<file path="src/rtl/spi_slave_endpoint_if.sv">
// spi_slave_endpoint_if: groups the serial pins and the parallel transmit/receive
// handshake of the SPI slave endpoint.
//   slave modport  : the endpoint's view (serial pins and tx handshake in; miso, rx data, status out)
//   master modport : the view of whatever drives the endpoint (SPI master plus local tx/rx user)
// Signals:
//   sclk_i, mosi_i, cs_i  serial clock, data and active-low select from the SPI master
//   miso_o, miso_oe_o     serial data back to the master and its output enable
//   tx_data_i, tx_load_i  byte to send and its write strobe; tx_ready_o flags an empty buffer
//   rx_data_o, rx_valid_o last received byte and its one-cycle strobe
//   busy_o                high while selected
//   tx_underrun_o         one-cycle strobe: a frame started with an empty buffer
interface spi_slave_endpoint_if #(
    parameter int DATA_W = 8
);
    logic              sclk_i;
    logic              mosi_i;
    logic              cs_i;
    logic              miso_o;
    logic              miso_oe_o;
    logic [DATA_W-1:0] tx_data_i;
    logic              tx_load_i;
    logic              tx_ready_o;
    logic [DATA_W-1:0] rx_data_o;
    logic              rx_valid_o;
    logic              busy_o;
    logic              tx_underrun_o;

    modport slave (
        input  sclk_i, mosi_i, cs_i, tx_data_i, tx_load_i,
        output miso_o, miso_oe_o, tx_ready_o, rx_data_o, rx_valid_o, busy_o, tx_underrun_o
    );

    modport master (
        output sclk_i, mosi_i, cs_i, tx_data_i, tx_load_i,
        input  miso_o, miso_oe_o, tx_ready_o, rx_data_o, rx_valid_o, busy_o, tx_underrun_o
    );
endinterface

</file>
<file path="src/rtl/spi_slave_endpoint.sv">
// spi_slave_endpoint: oversampling SPI mode-0 slave running entirely in the clk_i domain.
// Received bytes are delivered on a one-cycle rx_valid_o strobe; the byte held in a
// one-entry transmit buffer is shifted out MSB first on miso_o.
// Ports:
//   clk_i   system clock, rising edge
//   arst_i  asynchronous active-high reset
//   bus     spi_slave_endpoint_if.slave (serial pins, tx handshake, rx data, status)
module spi_slave_endpoint #(
    parameter int DATA_W      = 8,
    parameter int SYNC_STAGES = 2
) (
    input logic                 clk_i,
    input logic                 arst_i,
    spi_slave_endpoint_if.slave bus
);
    localparam int CNT_W = (DATA_W > 1) ? $clog2(DATA_W) : 1;

    typedef enum logic [1:0] {
        IDLE  = 2'd0,
        LOAD  = 2'd1,
        SHIFT = 2'd2
    } state_t;

    state_t state;
    state_t state_next;

    logic [SYNC_STAGES-1:0] sclk_sync;
    logic [SYNC_STAGES-1:0] mosi_sync;
    logic [SYNC_STAGES-1:0] cs_sync;
    logic                   sclk_d;
    logic                   mosi_d;
    logic                   cs_d;
    logic                   sclk_rise;
    logic                   sclk_fall;

    logic                   load_now;
    logic                   rise_now;
    logic                   fall_now;
    logic                   last_rise;

    logic [DATA_W-1:0]      tx_buf;
    logic                   tx_ready;
    logic [DATA_W-1:0]      tx_shift;
    logic [DATA_W-1:0]      rx_shift;
    logic [DATA_W-1:0]      rx_data;
    logic                   rx_valid;
    logic [CNT_W-1:0]       bit_cnt;
    logic                   frame_done;
    logic                   miso;
    logic                   miso_oe;
    logic                   busy;
    logic                   tx_underrun;

    // Pin synchronizers, one delay flop per line, and registered sclk edge pulses.
    // mosi_d and cs_d are captured on the same edge as the pulses, so a pulse and
    // the mosi/cs level it belongs to are visible in the same cycle.
    always_ff @(posedge clk_i or posedge arst_i) begin
        if (arst_i) begin
            sclk_sync <= '0;
            mosi_sync <= '0;
            cs_sync   <= '1;
            sclk_d    <= 1'b0;
            mosi_d    <= 1'b0;
            cs_d      <= 1'b1;
            sclk_rise <= 1'b0;
            sclk_fall <= 1'b0;
        end else begin
            sclk_sync <= {sclk_sync[SYNC_STAGES-2:0], bus.sclk_i};
            mosi_sync <= {mosi_sync[SYNC_STAGES-2:0], bus.mosi_i};
            cs_sync   <= {cs_sync[SYNC_STAGES-2:0], bus.cs_i};
            sclk_d    <= sclk_sync[SYNC_STAGES-1];
            mosi_d    <= mosi_sync[SYNC_STAGES-1];
            cs_d      <= cs_sync[SYNC_STAGES-1];
            sclk_rise <= sclk_sync[SYNC_STAGES-1] & ~sclk_d;
            sclk_fall <= ~sclk_sync[SYNC_STAGES-1] & sclk_d;
        end
    end

    // FSM state register.
    always_ff @(posedge clk_i or posedge arst_i) begin
        if (arst_i) begin
            state <= IDLE;
        end else begin
            state <= state_next;
        end
    end

    // Next-state logic and per-cycle datapath strobes; deselect overrides everything.
    always_comb begin
        state_next = state;
        load_now   = 1'b0;
        rise_now   = 1'b0;
        fall_now   = 1'b0;
        if (cs_d) begin
            state_next = IDLE;
        end else begin
            case (state)
                IDLE: begin
                    state_next = LOAD;
                end
                LOAD: begin
                    load_now   = 1'b1;
                    state_next = SHIFT;
                end
                SHIFT: begin
                    rise_now = sclk_rise;
                    fall_now = sclk_fall;
                    // The falling edge after the last bit closes the frame and
                    // reloads for a possible back-to-back byte.
                    if (sclk_fall && frame_done) begin
                        state_next = LOAD;
                    end else begin
                        state_next = SHIFT;
                    end
                end
                default: begin
                    state_next = IDLE;
                end
            endcase
        end
        last_rise = rise_now && (bit_cnt == CNT_W'(DATA_W - 1));
    end

    // One-entry transmit buffer. tx_ready low means the buffer holds a byte; a
    // load is only accepted while empty, and LOAD only consumes while full, so
    // the two never collide.
    always_ff @(posedge clk_i or posedge arst_i) begin
        if (arst_i) begin
            tx_buf   <= '0;
            tx_ready <= 1'b1;
        end else if (bus.tx_load_i && tx_ready) begin
            tx_buf   <= bus.tx_data_i;
            tx_ready <= 1'b0;
        end else if (load_now && !tx_ready) begin
            tx_ready <= 1'b1;
        end
    end

    // Shift registers, bit counter and serial output.
    always_ff @(posedge clk_i or posedge arst_i) begin
        if (arst_i) begin
            tx_shift   <= '0;
            rx_shift   <= '0;
            rx_data    <= '0;
            bit_cnt    <= '0;
            frame_done <= 1'b0;
            miso       <= 1'b0;
        end else if (state_next == IDLE) begin
            // Idle or deselected: any partial frame is abandoned.
            tx_shift   <= '0;
            rx_shift   <= '0;
            bit_cnt    <= '0;
            frame_done <= 1'b0;
            miso       <= 1'b0;
        end else if (load_now) begin
            tx_shift   <= tx_ready ? '0 : tx_buf;
            miso       <= tx_ready ? 1'b0 : tx_buf[DATA_W-1];
            bit_cnt    <= '0;
            frame_done <= 1'b0;
        end else if (rise_now) begin
            rx_shift <= {rx_shift[DATA_W-2:0], mosi_d};
            if (last_rise) begin
                rx_data    <= {rx_shift[DATA_W-2:0], mosi_d};
                bit_cnt    <= '0;
                frame_done <= 1'b1;
            end else begin
                bit_cnt <= bit_cnt + CNT_W'(1);
            end
        end else if (fall_now && !frame_done) begin
            // The falling edge after the last bit is left to LOAD, so miso holds
            // the last bit until the next frame's MSB is ready.
            tx_shift <= tx_shift << 1;
            miso     <= tx_shift[DATA_W-2];
        end
    end

    // Registered status strobes and enables.
    always_ff @(posedge clk_i or posedge arst_i) begin
        if (arst_i) begin
            busy        <= 1'b0;
            miso_oe     <= 1'b0;
            rx_valid    <= 1'b0;
            tx_underrun <= 1'b0;
        end else begin
            busy        <= (state_next != IDLE);
            miso_oe     <= (state_next != IDLE);
            rx_valid    <= last_rise;
            tx_underrun <= load_now && tx_ready;
        end
    end

    assign bus.miso_o        = miso;
    assign bus.miso_oe_o     = miso_oe;
    assign bus.tx_ready_o    = tx_ready;
    assign bus.rx_data_o     = rx_data;
    assign bus.rx_valid_o    = rx_valid;
    assign bus.busy_o        = busy;
    assign bus.tx_underrun_o = tx_underrun;
endmodule

</file>
<file path="src/flat_wrapper.sv">
// flat-port wrapper written by rule: the top's interface ports become plain ports
module spi_slave_endpoint_flat 
#(
    parameter int DATA_W      = 8,
    parameter int SYNC_STAGES = 2
)
  (clk_i, arst_i, bus_sclk_i, bus_mosi_i, bus_cs_i, bus_tx_data_i, bus_tx_load_i, bus_miso_o, bus_miso_oe_o, bus_tx_ready_o, bus_rx_data_o, bus_rx_valid_o, bus_busy_o, bus_tx_underrun_o);
  spi_slave_endpoint_if #(.DATA_W(DATA_W)) bus_i ();
  input logic clk_i;
  input logic arst_i;
  input wire logic [$bits(bus_i.sclk_i)-1:0] bus_sclk_i;
  input wire logic [$bits(bus_i.mosi_i)-1:0] bus_mosi_i;
  input wire logic [$bits(bus_i.cs_i)-1:0] bus_cs_i;
  input wire logic [$bits(bus_i.tx_data_i)-1:0] bus_tx_data_i;
  input wire logic [$bits(bus_i.tx_load_i)-1:0] bus_tx_load_i;
  output wire logic [$bits(bus_i.miso_o)-1:0] bus_miso_o;
  output wire logic [$bits(bus_i.miso_oe_o)-1:0] bus_miso_oe_o;
  output wire logic [$bits(bus_i.tx_ready_o)-1:0] bus_tx_ready_o;
  output wire logic [$bits(bus_i.rx_data_o)-1:0] bus_rx_data_o;
  output wire logic [$bits(bus_i.rx_valid_o)-1:0] bus_rx_valid_o;
  output wire logic [$bits(bus_i.busy_o)-1:0] bus_busy_o;
  output wire logic [$bits(bus_i.tx_underrun_o)-1:0] bus_tx_underrun_o;
  assign bus_i.sclk_i = bus_sclk_i;
  assign bus_i.mosi_i = bus_mosi_i;
  assign bus_i.cs_i = bus_cs_i;
  assign bus_i.tx_data_i = bus_tx_data_i;
  assign bus_i.tx_load_i = bus_tx_load_i;
  assign bus_miso_o = bus_i.miso_o;
  assign bus_miso_oe_o = bus_i.miso_oe_o;
  assign bus_tx_ready_o = bus_i.tx_ready_o;
  assign bus_rx_data_o = bus_i.rx_data_o;
  assign bus_rx_valid_o = bus_i.rx_valid_o;
  assign bus_busy_o = bus_i.busy_o;
  assign bus_tx_underrun_o = bus_i.tx_underrun_o;
  spi_slave_endpoint #(.DATA_W(DATA_W), .SYNC_STAGES(SYNC_STAGES)) u_core (.clk_i(clk_i), .arst_i(arst_i), .bus(bus_i));
endmodule
</file>
<file path="config.mk">
export PLATFORM = sky130hd
export DESIGN_NAME = spi_slave_endpoint_flat
export DESIGN_NICKNAME = d
export VERILOG_FILES = /design/src/rtl/spi_slave_endpoint_if.sv /design/src/rtl/spi_slave_endpoint.sv /design/src/flat_wrapper.sv
export SDC_FILE = /design/constraint.sdc
export NUM_CORES = 1
export LEC_CHECK = 0
export CAP_MARGIN = 15
export CORE_ASPECT_RATIO = 1.4
export CORE_MARGIN = 10
export CORE_UTILIZATION = 45
export DETAILED_ROUTE_END_ITERATION = 8
export GPL_TIMING_DRIVEN = 0
export PLACE_DENSITY = 0.7
export RECOVER_POWER = 100
export SLEW_MARGIN = 20
export SYNTH_ARGS = -nofsm -noshare
export SYNTH_HDL_FRONTEND = slang
export SYNTH_SLANG_ARGS = --single-unit
</file>
<file path="constraint.sdc">
create_clock -name clk_i -period 2.2 [get_ports clk_i]
set_clock_uncertainty 0.05 [all_clocks]
set_input_delay 0.33 -clock clk_i [delete_from_list [all_inputs] [get_ports clk_i]]
set_output_delay 0.33 -clock clk_i [all_outputs]
set_load 0.05 [all_outputs]
</file>
==> results.toml <==
[detailed_routing]
wl_per_cell_um = 14.6
drcViolationCount = 0
ant_nets = 0
via_per_inst = 5.13
first_pass_iters = 4
drt-initial-drc-count = 50
routed_wl_mm = 3.73
vias = 1309

[worst_setup_path]
cpPeakStageDelay_ps = 820
path_buf_inv = 1
crit_type = "reg2out"
worstPathArrival_ps = 1710
crit_family = "buffers and inverters"
start_kind = "flop"
crit_path_max_fanout = 6
crit_chain = "clkdlybuf4s50_1"
slowest_stage = "clkdlybuf4s50_1"
crit_required_ps = 1820
end_kind = "primary output"

[floorplan]
core_um2 = 4500
dieArea_um2 = 7810
start_util_pct = 46.4
die_h_um = 101
fp.dieW_um = 77.6
io_pins = 28
rows = 29

[cells_and_area]
drive_above_1_share_pct = 13.5
num-fill-cells = 448
fin_nets = 208
instances_no_fill = 255
diodes = 0
area_growth_pct = 18.2
stdcell_area_um2 = 2470

[logic_synthesis]
yosys_most_used_dff = "dfrtp_1"
async_flop_share_pct = 100
postSynthCellCount = 157
synth_fp_nets = 173
synth_edf_count = 0
ys_ff_latch = 52
synth_cell_type_count = 34
yosysSeqAreaShare_pct = 62.5
syn_area_um2 = 2090
avgSynthCellArea_um2 = 13.3
yosysWarningCount = 0

[placement]
place_ws_ps = 412
port_buffers = 27
dpl-instance-area_um2 = 2460
dpl.cell_count = 247
place_congestion = 0.786
hpwl_mm = 2.82

[timing]
final_hold_viol_count = 0
finalWorstSetupSlack_ps = 113
slew-limit-headroom_pct = 47.2
rsz0062_at_grt = "false"
max_freq_ghz = 0.479
slew_violations = 0
setup_viol = 0
fin_crit_sh_pct = 94.8
finalCriticalPeriod_ps = 2090
worst_slew_pin_slew_ps = 791

[global_routing]
grt_pass1_vias = 1408
overflow = 0
antenna_found_initial = 0
grt_first_pass_wirelength_mm = 6.32
grtUsageTotal_pct = 9.83
grt_max_degree = 32

[pwr]
p_leak_uw = 0.00114
ir_drop_v = 0.000459
power.total_uw = 1990
power.density_nw_per_um2 = 805

[clocking]
post_cts_buffers = 0
cts_buffer_depth = 2
clk_latency_ps = 300
cts_num_sinks = 52
clk_pin_slew_ps = 80
h-tree-depth = 2
cts_root_buf = "clkbuf_8"
cts_hold_buf = 0
numCtsBuffers = 5
cts_tree = "done"
postCtsResizedCells = 0

[run]
cap_violations = 0

[status]
status = "finished clean"

[hold_path]
hold_path.class = "reg2reg"
[metal layers]
| metal | wire, um | global-route usage (%) | part of all wire (%) | up-vias |
|---|---|---|---|---|
| li1 | - | - | - | 614 |
| met1 | 1460 | 9.79 | 39 | 653 |
| met2 | 2000 | 18.1 | 54 | 36 |
| met3 | 212 | 3.75 | 5.7 | 6 |
| met4 | 52 | 3.38 | 1.4 | 0 |
| met5 | 0 | 0 | 0 | - |
[cell families (layout without fill, tap and decap cells)]
logic type | after synthesis | after routing | synth area share, %
AOI/OAI and AO/OA | 30 | 30 | 8.92
adders and majority gates | 2 | 2 | 1.20
buffers and inverters | 13 | 49 | 3.41
DFF | 52 | 52 | 62.5
muxes | 18 | 18 | 11.0
and+or+nand+nor | 42 | 42 | 12.9
[placed cells by master, fill, tap and decap left out, types with 3 or more instances in the layout]
cell,synthesis,final
a21oi_1,12,12
a22oi_1,11,11
buf_4,3,3
clkbuf_1,0,4
clkbuf_8,0,6
clkdlybuf4s50_1,0,10
dfrtp_1,48,48
dfstp_2,4,3
dlygate4sd3_1,0,17
inv_1,6,6
mux2_1,0,8
mux2_2,8,8
nand2_1,10,10
nand2b_1,3,3
nor2_1,7,7
nor2b_1,3,3
nor3_1,6,6
[worst paths after layout]
path | cells past startpoint | end | slack (ps) | start
max | 1 | bus_tx_ready_o | 110 | u_core.bus.tx_ready_o
min | 0 | u_core.sclk_sync[1] | 310 | u_core.sclk_sync[0]
max reg2reg | 4 | u_core.tx_shift[5] | 340 | u_core.state[1]
min reg2reg | 0 | u_core.sclk_sync[1] | 310 | u_core.sclk_sync[0]
max in group asynchronous | 3 | u_core.rx_shift[3] | 340 | arst_i
min in group asynchronous | 2 | u_core.tx_buf[1] | 570 | arst_i
[registers in the layout (all words and copies together) (netlist names)]
| name | cells |
|---|---|
| u_core.bus.miso_o | 1 |
| u_core.bus.tx_ready_o | 1 |
| u_core.cs_sync | 2 |
| u_core.bus.rx_valid_o | 1 |
| u_core.mosi_d | 1 |
| u_core.rx_shift | 7 |
| u_core.sclk_fall | 1 |
| u_core.mosi_sync | 2 |
| u_core.tx_buf | 8 |
| u_core.sclk_d | 1 |
| u_core.bus.tx_underrun_o | 1 |
| u_core.sclk_rise | 1 |
| u_core.tx_shift | 7 |
| u_core.bit_cnt | 3 |
| u_core.bus.miso_oe_o | 1 |
| u_core.cs_d | 1 |
| u_core.sclk_sync | 2 |
| u_core.bus.rx_data_o | 8 |
| u_core.state | 2 |
| u_core.frame_done | 1 |
[Yosys cell counts, types with 2 or more instances]
master	instances	area share, %
buf_2	3	0.72
o21ai_1	2	0.48
nor2_1	7	1.3
mux2i_1	2	0.96
mux2_4	8	5.7
nand2b_1	3	0.90
ha_1	2	1.2
inv_1	6	1.1
dfrtp_1	48	57
dfstp_2	4	5.0
nand3b_1	2	0.72
buf_4	3	1.1
mux2_2	8	4.3
nand2_1	10	1.8
nor2b_1	3	0.90
nor3_1	6	1.4
a21oi_1	12	2.9
a21o_1	2	0.72
a22oi_1	11	4.0
[metrics by stage]
step	setup TNS [ps]	hold slack [ps]	utilization, %
after floorplan	0	281	-
after global placement	-12860	282	54.2
after detailed placement	0	296	54.6
after CTS	0	314	56.7
after global routing	0	323	54.9
final	0	313	54.9
[where the power goes]
group | total, uW | switching, uW | internal (uW)
Sequential | 1140 | 69.7 | 1080
Clock | 547 | 291 | 256
Combinational | 296 | 151 | 144
[final cells by class]
| type | instances | area (um^2) | share of cell area (%) |
|---|---|---|---|
| sequential | 52 | 1310 | 52.9 |
| multi-input combinational | 92 | 656 | 26.5 |
| timing repair buffer | 28 | 275 | 11.1 |
| clock buffer | 7 | 86.3 | 3.50 |
| tap | 62 | 77.6 | 3.14 |
| buffer | 7 | 38.8 | 1.57 |
| inverter | 6 | 22.5 | 0.912 |
| clock inverter | 1 | 7.51 | 0.304 |
Note: power is estimated with default switching activity, not from simulation.
